## config.mk

```make
export PLATFORM = sky130hd
export DESIGN_NAME = wb_arbiter_sb
export DESIGN_NICKNAME = d
export VERILOG_FILES = /design/src/rtl/wb_arbiter_sb.sv
export SDC_FILE = /design/constraint.sdc
export NUM_CORES = 1
export LEC_CHECK = 0
export ABC_AREA = 1
export BUFFER_PORTS_ARGS = -buffer_cell sky130_fd_sc_hd__buf_4
export CORE_UTILIZATION = 52
export DETAILED_ROUTE_END_ITERATION = 12
export GPL_TIMING_DRIVEN = 0
export PLACE_DENSITY_LB_ADDON = 0.12
export SKIP_CTS_REPAIR_TIMING = 1
export SLEW_MARGIN = 0
export SYNTH_ARGS = -nofsm -noshare
export SYNTH_HDL_FRONTEND = slang
export SYNTH_SLANG_ARGS = --single-unit
```

## constraint.sdc

```tcl
create_clock -name clk -period 1.8 [get_ports clk]
set_input_delay 0.18 -clock clk [delete_from_list [all_inputs] [get_ports clk]]
set_output_delay 0.18 -clock clk [all_outputs]
set_load 0.02 [all_outputs]
```

## src/rtl/wb_arbiter_sb.sv

```systemverilog
// Writeback arbiter between the ALU and LSU result paths, driving the GPR write port,
// with a per-register busy scoreboard for RAW/WAW hazard detection at issue.
module wb_arbiter_sb #(
  parameter int XLEN       = 32,
  parameter int NREG       = 32,
  parameter int STARVE_MAX = 4,
  localparam int RW        = $clog2(NREG)
) (
  input  logic            clk,
  input  logic            rstn_h,
  input  logic            alu_valid,
  output logic            alu_ready,
  input  logic [RW-1:0]   alu_rd,
  input  logic [XLEN-1:0] alu_data,
  input  logic            lsu_valid,
  output logic            lsu_ready,
  input  logic [RW-1:0]   lsu_rd,
  input  logic [XLEN-1:0] lsu_data,
  input  logic            iss_valid,
  output logic            iss_ready,
  input  logic [RW-1:0]   iss_rd,
  input  logic [RW-1:0]   rs1n,
  input  logic [RW-1:0]   rs2n,
  output logic            rs1_busy,
  output logic            rs2_busy,
  output logic            wbe,
  output logic [RW-1:0]   rdn,
  output logic [XLEN-1:0] rdd
);

  localparam int            CW         = $clog2(STARVE_MAX + 1);
  localparam logic [CW-1:0] STARVE_LIM = CW'(STARVE_MAX);

  logic [CW-1:0]   r_starve_cnt;
  logic            r_wbe;
  logic [RW-1:0]   r_rdn;
  logic [XLEN-1:0] r_rdd;
  logic [NREG-1:0] r_busy;

  logic            w_alu_win;
  logic            w_lsu_win;
  logic            w_xfer;
  logic [RW-1:0]   w_xfer_rd;
  logic [XLEN-1:0] w_xfer_data;
  logic [CW-1:0]   w_starve_nxt;
  logic            w_iss_set;
  logic [NREG-1:0] w_busy_nxt;

  // Grant selection: LSU by default, ALU when LSU is idle or the ALU has starved too long.
  always_comb begin
    w_alu_win   = alu_valid & (~lsu_valid | (r_starve_cnt == STARVE_LIM));
    w_lsu_win   = lsu_valid & ~w_alu_win;
    w_xfer      = w_alu_win | w_lsu_win;
    w_xfer_rd   = {RW{1'b0}};
    w_xfer_data = {XLEN{1'b0}};
    if (w_alu_win) begin
      w_xfer_rd   = alu_rd;
      w_xfer_data = alu_data;
    end else begin
      w_xfer_rd   = lsu_rd;
      w_xfer_data = lsu_data;
    end
  end

  // Starvation count of consecutive ALU losses, saturating at the forcing threshold.
  always_comb begin
    w_starve_nxt = {CW{1'b0}};
    if (alu_valid & w_lsu_win) begin
      if (r_starve_cnt == STARVE_LIM) begin
        w_starve_nxt = r_starve_cnt;
      end else begin
        w_starve_nxt = r_starve_cnt + CW'(1);
      end
    end else begin
      w_starve_nxt = {CW{1'b0}};
    end
  end

  // Scoreboard next state: the issue-side set is applied after the writeback clear so it wins.
  always_comb begin
    w_iss_set  = iss_valid & iss_ready & (iss_rd != {RW{1'b0}});
    w_busy_nxt = r_busy;
    if (r_wbe) begin
      w_busy_nxt[r_rdn] = 1'b0;
    end else begin
      w_busy_nxt = r_busy;
    end
    if (w_iss_set) begin
      w_busy_nxt[iss_rd] = 1'b1;
    end else begin
      w_busy_nxt[0] = 1'b0;
    end
    w_busy_nxt[0] = 1'b0;
  end

  // State registers: starvation count, GPR write port and scoreboard.
  always_ff @(posedge clk or negedge rstn_h) begin
    if (!rstn_h) begin
      r_starve_cnt <= {CW{1'b0}};
      r_wbe        <= 1'b0;
      r_rdn        <= {RW{1'b0}};
      r_rdd        <= {XLEN{1'b0}};
      r_busy       <= {NREG{1'b0}};
    end else begin
      r_starve_cnt <= w_starve_nxt;
      r_busy       <= w_busy_nxt;
      if (w_xfer) begin
        r_wbe <= (w_xfer_rd != {RW{1'b0}});
        r_rdn <= w_xfer_rd;
        r_rdd <= w_xfer_data;
      end else begin
        r_wbe <= 1'b0;
      end
    end
  end

  assign alu_ready = w_alu_win;
  assign lsu_ready = w_lsu_win;
  // No bypass: a register being written this cycle still reads as busy until the edge.
  assign rs1_busy  = r_busy[rs1n];
  assign rs2_busy  = r_busy[rs2n];
  assign iss_ready = (iss_rd == {RW{1'b0}}) | ~r_busy[iss_rd];
  assign wbe       = r_wbe;
  assign rdn       = r_rdn;
  assign rdd       = r_rdd;

endmodule

```

-- Word level (Yosys, flattened, before mapping)
Cells that the tools add are included.
- add/subtract/negate cells: 1
- multiply operators: 0
- divide/modulo/power cells: 0
- magnitude comparators: 6
- eq/ne operators: 2
- shift operators: 0
- mux-type cells: 17
- bitwise gates (word level): 14
- reduce and logical (&&, ||, !) cells: 5
- operators with widths (kind ; number):
    $mux 32 ; 2
    $and 32x32->32 ; 1
    $not 32->32 ; 1
    $or 32x32->32 ; 1
    $mux 31 ; 1
    $lt 5x6->1 const B ; 4
    $bmux 1 s5 ; 3
    $demux 1 s5 ; 2
    $ge 5x1->1 const B ; 2
    $reduce_bool 5->1 ; 2
    $mux 1 ; 6
    $mux 3 ; 2
    $and 1x1->1 ; 5
    $logic_not 5->1 ; 1
    $mux 5 ; 1
    $add 3x1->3 const B ; 1
    $eq 3x3->1 const B ; 1
    $not 1->1 ; 3
    $or 1x1->1 ; 3
    $logic_and 1x1->1 ; 2
    $ne 2x2->1 const B ; 1
- register bits: 72
- latch bits: 0
- RAM bits: 0
- bits in read-only memories: 0
- input bits: 94
- output and inout bits: 43
- word-level logic and storage cells: 50
- memories: 0

-- Depth between registers and ports, before layout
Gate-level depths: netlist (run 1).
- depth in word-level cells: 9
- mapped depth: 13
- depth with buffers taken out: 10

-- Worst setup path after synthesis (run 1)
No wires, ideal clock.
- path kind: flip-flop to output port
- from: register r_starve_cnt[0]
- to: output port lsu_ready
- arrival: 1.441 ns
- required time: 1.620 ns
- slack: 0.179 ns
- cell stages (with the launch flop): 8
- path buffers: 2
- cell sequence: dfrtp_1 inv_1 ha_1 a21oi_1 nor2_1 buf_2 buf_2 nor2_1
- longest elaborated chain between the ends: 5
- ends and longest elaborated chain (item ; RTL line ; RTL):
    start, declared ; 34 ; logic [CW-1:0] r_starve_cnt;
    start signal, assigned ; 99 ; r_starve_cnt <= {CW{1'b0}};
    start signal, assigned ; 105 ; r_starve_cnt <= w_starve_nxt;
    $eq 3x3->1 ; 51 ; w_alu_win = alu_valid & (~lsu_valid | (r_starve_cnt == STARVE_LIM));
    $or 1x1->1 ; 51 ;
    $and 1x1->1 ; 51 ;
    named net alu_ready ; 12 ; output logic alu_ready,
    $not 1->1 ; 52 ; w_lsu_win = lsu_valid & ~w_alu_win;
    $and 1x1->1 ; 52 ;
    end, declared ; 16 ; output logic lsu_ready,
The timed path passes the listed nets, and every way through them passes these cells.

-- Final worst setup path (run 1)
- from: register r_busy[20]
- to: output port iss_ready
- longest elaborated chain between the ends: 4
- ends and longest elaborated chain (item ; RTL line ; RTL):
    start, declared ; 38 ; logic [NREG-1:0] r_busy;
    start signal, assigned ; 103 ; r_busy <= {NREG{1'b0}};
    start signal, assigned ; 106 ; r_busy <= w_busy_nxt;
    $bmux 1 s5 ; 122 ; assign iss_ready = (iss_rd == {RW{1'b0}}) | ~r_busy[iss_rd];
    $mux 1 (not written as such) ; 122 ;
    $not 1->1 ; 122 ;
    $or 1x1->1 ; 122 ;
    end, declared ; 20 ; output logic iss_ready,
Every way passes these cells. The select of a mux whose other input is x is not followed.

==> impl_metrics.env, run 1 <==
export IMPL_outcome="finished, violations left"
export IMPL_failed_checks="negative hold slack"
export IMPL_crit_path_start_kind="flip-flop"
export IMPL_place_inst=895
export IMPL_antenna_cells=0
export IMPL_routed_wl_um=15200
export IMPL_worst_r2r_setup_slack_ps=120
export IMPL_die_h_um=95.1
export IMPL_grt_pass1_wl_um=24100
export IMPL_multiInputGateArea_sq_um=2420
export IMPL_port_buffers=133
export IMPL_final_layout_size_suffix_gt1_share_pct=27.9
export IMPL_synth_area_leaders="dfrtp_1 40%, nand2_1 17%, nor2_1 8.8%, nand3_1 6.3%, o21ai_0 5.3%"
export IMPL_slew_headroom_pct=38.6
export IMPL_yosys_warnings=0
export IMPL_cts_tree="yes"
export IMPL_min_period_over_period_pct=99.8
export IMPL_track_usage_pct=35.1
export IMPL_wl_per_cell_um=16.5
export IMPL_root_buffer="clkbuf_8"
export IMPL_synth_largest_area_cell="dfrtp_1"
export IMPL_syn_inst=657
export IMPL_die_w_um=95.1
export IMPL_fin_crit_ps=1800
export IMPL_rr_endpoint="wbe"
export IMPL_synth_top_area_share_pct=39.9
export IMPL_drcViolationCount=0
export IMPL_clkTransAtPathRegs_ps=80
export IMPL_power_mw=6.30
export IMPL_tns_ps=0
export IMPL_final_cells=923
export IMPL_critPathCaptureType="output port"
export IMPL_cts_buffer_depth=2
export IMPL_dp_hpwl_um=11100
export IMPL_clock_skew_ps=12.3
export IMPL_drtPass1Iterations=6
export IMPL_ys_types=27
export IMPL_area_growth_pct=35.2
export IMPL_ant_nets=0
export IMPL_ir_worst_vdd_mv=0.486
export IMPL_row_count=33
export IMPL_insertion_delay_ps=350
export IMPL_vias=5251
export IMPL_grt_max_degree=73
export IMPL_p_per_area_nw_per_um2=1030
export IMPL_rsz0062_at_grt="yes"
export IMPL_hold_path_class="input port to async pin"
export IMPL_fill_cells=685
export IMPL_reg2regPathDepth=10
export IMPL_initial_core_util_pct=54.3
export IMPL_numCtsBuffers=9
export IMPL_nets=909
export IMPL_clock_sinks=72
export IMPL_path_max_fanout=4
export IMPL_clock_fmax_mhz=557
export IMPL_rr_startpoint="r_starve_cnt[0]"
export IMPL_required_ps=1620
export IMPL_gp_congestion=0.965
export IMPL_core_area_sq_um=8300
export IMPL_die_area_sq_um=9050
export IMPL_grt_pass1_vias=4884
export IMPL_hold_viol=39
export IMPL_seq_area_sq_um=1820
export IMPL_viasPerCell=5.69
export IMPL_htree_num_levels=3
export IMPL_yosysSeqAreaShare_pct=39.9
export IMPL_tightest_slew_ps=921
export IMPL_max_cap_violations=0
export IMPL_setup_viol=0
export IMPL_fin_hold_ws_ps=-52.3
export IMPL_grt_remaining_overflow=0
export IMPL_maxSlewViolCount=0
export IMPL_synth_ff_latch_count=72
export IMPL_num_io_pins=137
export IMPL_antenna_found_initial=0
export IMPL_synth_fp_nets=753
export IMPL_worstPathArrival_ps=1620
export IMPL_syn_mean_instance_area_sq_um=6.87
export IMPL_p_leak_nw=2.94
export IMPL_netlist_area_sq_um=4510
export IMPL_path_class="flip-flop to output port"
export IMPL_drt_initial_drc_count=423
==> sequential cells by signal (all words and copies together), names as in the netlist <==
name / flops
r_starve_cnt: 3
rdd: 32
r_busy: 31
wbe: 1
rdn: 5
==> critical path: stages, from the launching register on <==
cell	delay (ps)
dfrtp_2	470
nand2_1	90
nand2_1	50
nand2_1	50
nand2_1	60
nand2_1	70
nand2_2	70
nor2_4	130
and2_4	170
buf_6	110
==> cells by family after synthesis <==
logic type	share of synthesized area (%)
adders and majority gates	0.555
xor gates and xnor gates	0.194
DFF	39.9
AOI/OAI and AO/OA	12.3
and+or+nand+nor	39.0
buffers and inverters	7.99
==> per-stage QoR <==
stage                     util (%)  setup slack, ps  area, sq um  hold WS [ps]
after floorplan                  -              179         4510          -116
after global placement        68.0            -8.85         5640           357
after detailed placement      68.0            -71.8         5640           369
after CTS                     70.6             -389         5860         -13.8
after global routing          73.5            -68.0         6100          26.1
final                         73.5             3.55         6100         -52.3
==> cell usage in the layout, fill, tap and decap left out, drive strengths merged, types with 3 or more instances in the layout <==
master / synthesis / routed
buf: 23 / 167
clkbuf: 12 / 25
nor3: 8 / 8
nand3: 57 / 57
o211ai: 4 / 4
nand4: 31 / 31
or2: 3 / 3
dfrtp: 72 / 72
nand2: 206 / 206
clkinv: 4 / 6
nor2: 109 / 109
o31ai: 32 / 32
inv: 34 / 34
o21ai: 49 / 49
a21oi: 8 / 8
==> cells in the mapped netlist <==
| cell type | instances |
|---|---|
| o21ai_1 | 1 |
| nand4_1 | 31 |
| o21ai_0 | 48 |
| ha_1 | 2 |
| nor2_4 | 2 |
| clkinv_1 | 4 |
| a21oi_1 | 8 |
| clkbuf_1 | 12 |
| nand2_1 | 203 |
| xnor2_1 | 1 |
| buf_6 | 8 |
| o211ai_1 | 4 |
| buf_4 | 1 |
| nor2_1 | 106 |
| inv_6 | 1 |
| or2_2 | 3 |
| buf_2 | 14 |
| nand3b_1 | 1 |
| nand2_2 | 3 |
| o31ai_1 | 32 |
| dfrtp_1 | 72 |
| nor2_2 | 1 |
| nor3_1 | 8 |
| nand3_1 | 57 |
| inv_2 | 1 |
| and2_1 | 1 |
| inv_1 | 32 |
==> worst max path at each step <==
| stage | from | endpoint | slack, ps |
|---|---|---|---|
| floorplan | r_starve_cnt[0] | lsu_ready | 180 |
| global placement | r_starve_cnt[0] | wbe | -9 |
| detailed placement | r_starve_cnt[0] | wbe | -70 |
| CTS | r_starve_cnt[0] | lsu_ready | -390 |
| global route | r_starve_cnt[0] | lsu_ready | -70 |
| finish | r_busy[20] | iss_ready | 4 |
==> final cells by class <==
class,instances,share of cell area (%)
clock inverters,4,1.27
flip-flops and latches,72,29.9
plain buffers,35,3.96
inverters,38,2.42
well taps,105,2.15
multi-input cells,512,39.7
repair buffers,145,18.3
clock buffers,12,2.38
==> metal layers <==
layer  vias up  share of wire [%]  global-route usage [%]
met5         -                  0                       0
met4         0                3.7                    16.3
met3        45                9.8                    10.3
met2       282                 49                    56.9
met1      2432                 38                    42.7
li1       2492                  -                       -
==> power breakdown <==
part           internal (mW)  total [mW]  switching, mW
Clock                  0.825        1.45          0.626
Combinational          0.920        2.08           1.16
Sequential              2.08        2.78          0.696
Total                   3.83        6.30           2.48
Note: power is estimated with default switching activity, not from simulation.
==> inputs of run 2 (changes only) <==
Settings changed: ABC_CLOCK_PERIOD_IN_PS set to 1800, BUFFER_PORTS_ARGS -buffer_cell sky130_fd_sc_hd__buf_4 to not set, CORE_UTILIZATION 52 to 60, DONT_BUFFER_PORTS set to 1.
==> run 2 against run 1 <==
  * The run ends with negative hold slack, negative setup slack left
  * Utilization decreased by 3.4 points
  * Critical path type unchanged
  * Largest power group unchanged
  * Highest routed layer unchanged
  * Clock-buffer cell count unchanged
  * Setup slack got worse by 19 ps
==> impl_metrics.env, run 2 (synthesis results as in run 1) <==
export IMPL_crit_path_start_kind="flip-flop"
export IMPL_slew_headroom_pct=70.9
export IMPL_grt_pass1_wl_um=20400
export IMPL_drt_initial_drc_count=459
export IMPL_critPathCaptureType="output port"
export IMPL_insertion_delay_ps=350
export IMPL_dp_hpwl_um=9790
export IMPL_cts_buffer_depth=2
export IMPL_hold_viol=75
export IMPL_sw_frac_of_total_pct=39.4
export IMPL_p_leak_nw=2.31
export IMPL_layout_commonest_cell="nand2_1"
export IMPL_grt_max_degree=73
export IMPL_core_area_sq_um=7250
export IMPL_required_ps=1620
export IMPL_fin_hold_ws_ps=-483
export IMPL_tightest_slew_ps=433
export IMPL_min_period_over_period_pct=101
export IMPL_row_count=31
export IMPL_path_class="flip-flop to output port"
export IMPL_finish_utilization_pct=70.0
export IMPL_cts_tree="yes"
export IMPL_max_cap_violations=0
export IMPL_gp_congestion=0.984
export IMPL_maxSlewViolCount=0
export IMPL_outcome="finished, violations left"
export IMPL_grt_remaining_overflow=0
export IMPL_num_io_pins=137
export IMPL_fill_cells=629
export IMPL_nets=776
export IMPL_numCtsBuffers=9
export IMPL_final_cell_mix="199 x nand2_1, 104 x nor2_1, 64 x dfrtp_1, 57 x nand3_1, 42 x o21ai_0"
export IMPL_path_max_fanout=6
export IMPL_worstPathArrival_ps=1640
export IMPL_initial_core_util_pct=62.2
export IMPL_viasPerCell=6.08
export IMPL_final_layout_size_suffix_gt1_share_pct=12.8
export IMPL_vias=4763
export IMPL_fin_crit_ps=1820
export IMPL_port_buffers=0
export IMPL_p_clk_share_pct=25.2
export IMPL_root_buffer="clkbuf_8"
export IMPL_die_area_sq_um=7870
export IMPL_rr_startpoint="r_starve_cnt[0]"
export IMPL_reg2regPathDepth=10
export IMPL_ant_nets=0
export IMPL_hold_path_class="input port to async pin"
export IMPL_die_h_um=88.7
export IMPL_failed_checks="negative hold slack, negative setup slack"
export IMPL_rsz0062_at_grt="yes"
export IMPL_largest_reg_flops=32
export IMPL_p_per_area_nw_per_um2=1150
export IMPL_ir_worst_vdd_mv=0.753
export IMPL_pre_cts_slack_ps=-113
export IMPL_die_w_um=88.7
export IMPL_drcViolationCount=0
export IMPL_clock_skew_ps=13.5
export IMPL_worst_slack_ps=-15.9
export IMPL_routed_wl_um=13700
export IMPL_p_seq_share_pct=49.1
export IMPL_p_int_mw=3.54
export IMPL_worst_r2r_setup_slack_ps=80
export IMPL_drtPass1Iterations=5
export IMPL_clock_fmax_mhz=551
export IMPL_clkTransAtPathRegs_ps=80
export IMPL_clock_sinks=72
export IMPL_htree_num_levels=3
export IMPL_antenna_cells=0
export IMPL_area_growth_pct=12.6
export IMPL_grt_pass1_vias=4160
export IMPL_track_usage_pct=35.2
export IMPL_wl_per_cell_um=17.4
export IMPL_setup_viol=1
export IMPL_antenna_found_initial=0
export IMPL_p_comb_share_pct=25.7
export IMPL_rr_endpoint="wbe"
export IMPL_netSwitchingPower_mw=2.30
## run 2: changes by cell type in the layout (fill, tap and decap cells not counted), moves of 3 or more
cell	change
buf_4	-130
dfrtp_1	+7
dfrtp_2	-7
o21ai_1	-3
## run 2: power groups by stage
stage               combinational [mW]  sequential, mW  clock, mW
detailed placement                1.35            2.83          0
finish                            1.51            2.87       1.47
global placement                  1.31            2.83          0
CTS                               1.37            2.80       1.47
global route                      1.71            2.88       1.55
floorplan                         1.11            2.49          0
## run 2: worst max path at each step
stage                               start        end  cells after the start
after detailed placement  r_starve_cnt[0]        wbe                     10
after floorplan           r_starve_cnt[0]  lsu_ready                      7
after global routing      r_starve_cnt[0]  lsu_ready                      7
final                     r_starve_cnt[0]  lsu_ready                      7
after global placement    r_starve_cnt[0]        wbe                     10
after CTS                 r_starve_cnt[0]  lsu_ready                      7
## run 2: area by class of cell
type                    instances  area [sq um]  area share, %
plain buffers                  35           251           4.95
clock buffers                  12           155           3.05
clock inverters                 4          76.3           1.50
inverters                      38           148           2.91
multi-input cells             512          2410           47.4
flip-flops and latches         72          1810           35.7
well taps                      99           124           2.44
repair buffers                 12           105           2.07
## run 2: metrics by stage
step           TNS (ps)  instance area, sq um  total power [mW]  cells
6_report          -15.9                  5080              5.85    784
5_1_grt            -131                  5080              6.14    784
4_1_cts            -940                  4870              5.64    772
3_5_place_dp       -163                  4630              4.18    756
3_3_place_gp      -42.9                  4630              4.14    756
2_1_floorplan         0                  4510              3.60    657
## run 2: layer usage
layer | part of all wire, % | global-route usage [%] | vias up
li1 | - | - | 2221
met1 | 37 | 42.7 | 2222
met2 | 50 | 57.1 | 280
met3 | 9.3 | 7.46 | 40
met4 | 3.9 | 22.4 | 0
met5 | 0 | 0 | -
## run 2: worst max-delay path, cell delays in order (launching register included)
cell and delay [ps]:
dfrtp_1 370, inv_1 60, ha_2 160, a21oi_2 160
nor2_2 80, buf_6 130, buf_12 140, nor2_4 170
==> inputs of run 3 (changes only) <==
Settings changed: BUFFER_PORTS_ARGS set to -buffer_cell sky130_fd_sc_hd__buf_4, CORE_UTILIZATION 60 to 52, DONT_BUFFER_PORTS 1 to not set, REMOVE_ABC_BUFFERS set to 1.
==> run 3 against run 2 <==
  * The flow still finishes with violations (negative hold slack, negative setup slack)
  * Register-to-register slack got worse by 150 ps
  * Largest cell class unchanged
  * Global-route usage fell by 4.0 points
  * First-iteration DRC count rose by 16%
  * Hold slack improved by 440 ps
  * Clock skew fell by 5.4 ps
  * Cell area rose by 21%
  * Clock-buffer cell count did not move
  * Die area rose by 15%
  * Flip-flop and latch count did not move
  * Utilization rose by 4.3 points
  * Setup slack got worse by 73 ps
  * Critical path depth rose by 2
==> impl_metrics.env, run 3 (synthesis results as in run 1) <==
export IMPL_outcome="finished, violations left"
export IMPL_failed_checks="negative hold slack, negative setup slack"
export IMPL_clock_sinks=72
export IMPL_ant_nets=0
export IMPL_final_cell_mix="199 x nand2_1, 160 x buf_4, 97 x nor2_1, 71 x dfrtp_1, 53 x nand3_1"
export IMPL_htree_num_levels=3
export IMPL_cts_buffer_depth=2
export IMPL_p_seq_share_pct=41.2
export IMPL_clock_skew_ps=8.06
export IMPL_grt_pass1_vias=4564
export IMPL_rr_endpoint="wbe"
export IMPL_power_mw=6.19
export IMPL_maxSlewViolCount=0
export IMPL_reg2regPathDepth=10
export IMPL_p_leak_nw=2.97
export IMPL_pre_cts_slack_ps=-1090
export IMPL_drtPass1Iterations=6
export IMPL_core_area_sq_um=8300
export IMPL_drcViolationCount=0
export IMPL_dr_wl_met3_um=1500
export IMPL_met2_length_um=7460
export IMPL_initial_core_util_pct=54.3
export IMPL_worst_slack_ps=-88.9
export IMPL_routed_wl_um=15100
export IMPL_area_growth_pct=36.7
export IMPL_slew_headroom_pct=36.0
export IMPL_tightest_slew_ps=958
export IMPL_wl_met1_um=5720
export IMPL_hold_path_class="input port to async pin"
export IMPL_insertion_delay_ps=340
export IMPL_top_layer_used="met4"
export IMPL_num_io_pins=137
export IMPL_min_period_over_period_pct=105
export IMPL_die_h_um=95.1
export IMPL_final_area_sq_um=6170
export IMPL_die_area_sq_um=9050
export IMPL_rsz0062_at_grt="yes"
export IMPL_grt_pass1_wl_um=21900
export IMPL_vias=5282
export IMPL_dp_hpwl_um=9830
export IMPL_grt_remaining_overflow=0
export IMPL_numCtsBuffers=9
export IMPL_fin_crit_ps=1890
export IMPL_largest_reg_flops=32
export IMPL_p_int_mw=3.87
export IMPL_sw_frac_of_total_pct=37.4
export IMPL_critPathCaptureType="output port"
export IMPL_crit_path_start_kind="flip-flop"
export IMPL_path_class="flip-flop to output port"
export IMPL_die_w_um=95.1
export IMPL_placed_cell_area_sq_um=5510
export IMPL_max_cap_violations=0
export IMPL_antenna_found_initial=0
export IMPL_setup_viol=14
export IMPL_ir_worst_vdd_mv=0.508
export IMPL_nets=906
export IMPL_gp_congestion=0.928
export IMPL_p_clk_share_pct=23.4
export IMPL_cts_tree="yes"
export IMPL_netSwitchingPower_mw=2.31
export IMPL_required_ps=1620
export IMPL_row_count=33
export IMPL_wl_per_cell_um=16.5
export IMPL_hold_viol=54
export IMPL_clkTransAtPathRegs_ps=80
export IMPL_drt_initial_drc_count=533
export IMPL_final_cells=919
export IMPL_layout_commonest_cell="nand2_1"
export IMPL_p_per_area_nw_per_um2=1000
export IMPL_fin_hold_ws_ps=-42.8
export IMPL_final_layout_size_suffix_gt1_share_pct=28.7
export IMPL_rr_startpoint="r_starve_cnt[0]"
export IMPL_p_comb_share_pct=35.4
export IMPL_antenna_cells=0
export IMPL_track_usage_pct=31.2
export IMPL_worstPathArrival_ps=1710
export IMPL_port_buffers=136
export IMPL_tns_ps=-295
export IMPL_path_max_fanout=7
export IMPL_worst_r2r_setup_slack_ps=-70
export IMPL_grt_max_degree=73
export IMPL_clock_fmax_mhz=529
export IMPL_root_buffer="clkbuf_8"
export IMPL_place_inst=865
export IMPL_viasPerCell=5.75
## run 3: cell types whose count changed in the layout (fill, tap and decap cells not counted), moves of 4 or more
cell | previous run | this run
buf_4 | 11 | 160
dfrtp_2 | 8 | 1
clkinvlp_4 | 1 | 7
clkbuf_1 | 11 | 1
nand3_1 | 57 | 53
buf_2 | 10 | 0
buf_6 | 11 | 7
dfrtp_1 | 64 | 71
nand3_2 | 0 | 4
nor2_1 | 104 | 97
nor2_2 | 2 | 10
## run 3: critical path: stages, from the launching register on
cell and delay (ps):
dfrtp_1 420, nand2_1 80, o21ai_0 70, nand2_1 70
nand2_1 50, nand2_1 60, nand2_2 90, nor2_4 230
and2_4 190, buf_6 110
## run 3: area by class of cell
type | instances | area [sq um]
Clock buffer | 12 | 155
Clock inverter | 3 | 65.1
Fill cell | 646 | 2130
Inverter | 38 | 159
Multi-Input combinational cell | 514 | 2460
Sequential cell | 72 | 1800
Tap cell | 105 | 131
Timing Repair Buffer | 171 | 1370
Timing Repair inverter | 4 | 30.0
## run 3: power groups by stage
stage	clock (mW)	sequential [mW]	combinational, mW
finish	1.45	2.55	2.19
global route	1.51	2.59	2.41
CTS	1.45	2.55	1.78
detailed placement	0	2.57	1.77
global placement	0	2.55	1.70
floorplan	0	2.49	1.02
## run 3: worst max-delay path by stage
| stage | depth (start not counted) | slack [ps] | from | endpoint |
|---|---|---|---|---|
| after floorplan | 9 | -1970 | r_starve_cnt[0] | wbe |
| after global placement | 9 | -3120 | r_starve_cnt[0] | wbe |
| after detailed placement | 10 | -1090 | r_starve_cnt[0] | wbe |
| after CTS | 10 | -1120 | r_starve_cnt[0] | wbe |
| after global routing | 9 | -170 | r_busy[5] | iss_ready |
| final | 9 | -90 | r_busy[7] | iss_ready |
## run 3: metrics by stage
stage               hold WS (ps)  utilization [%]
finish                     -42.8             74.3
global route                20.8             74.3
CTS                        -12.5             69.0
detailed placement           360             66.4
global placement             356             65.7
floorplan                   -116                -
## run 3: per-layer routing
metal,global-route usage [%],vias to the layer above
li1,-,2482
met1,40.0,2434
met2,51.0,316
met3,6.86,50
met4,12.5,0
met5,0,-
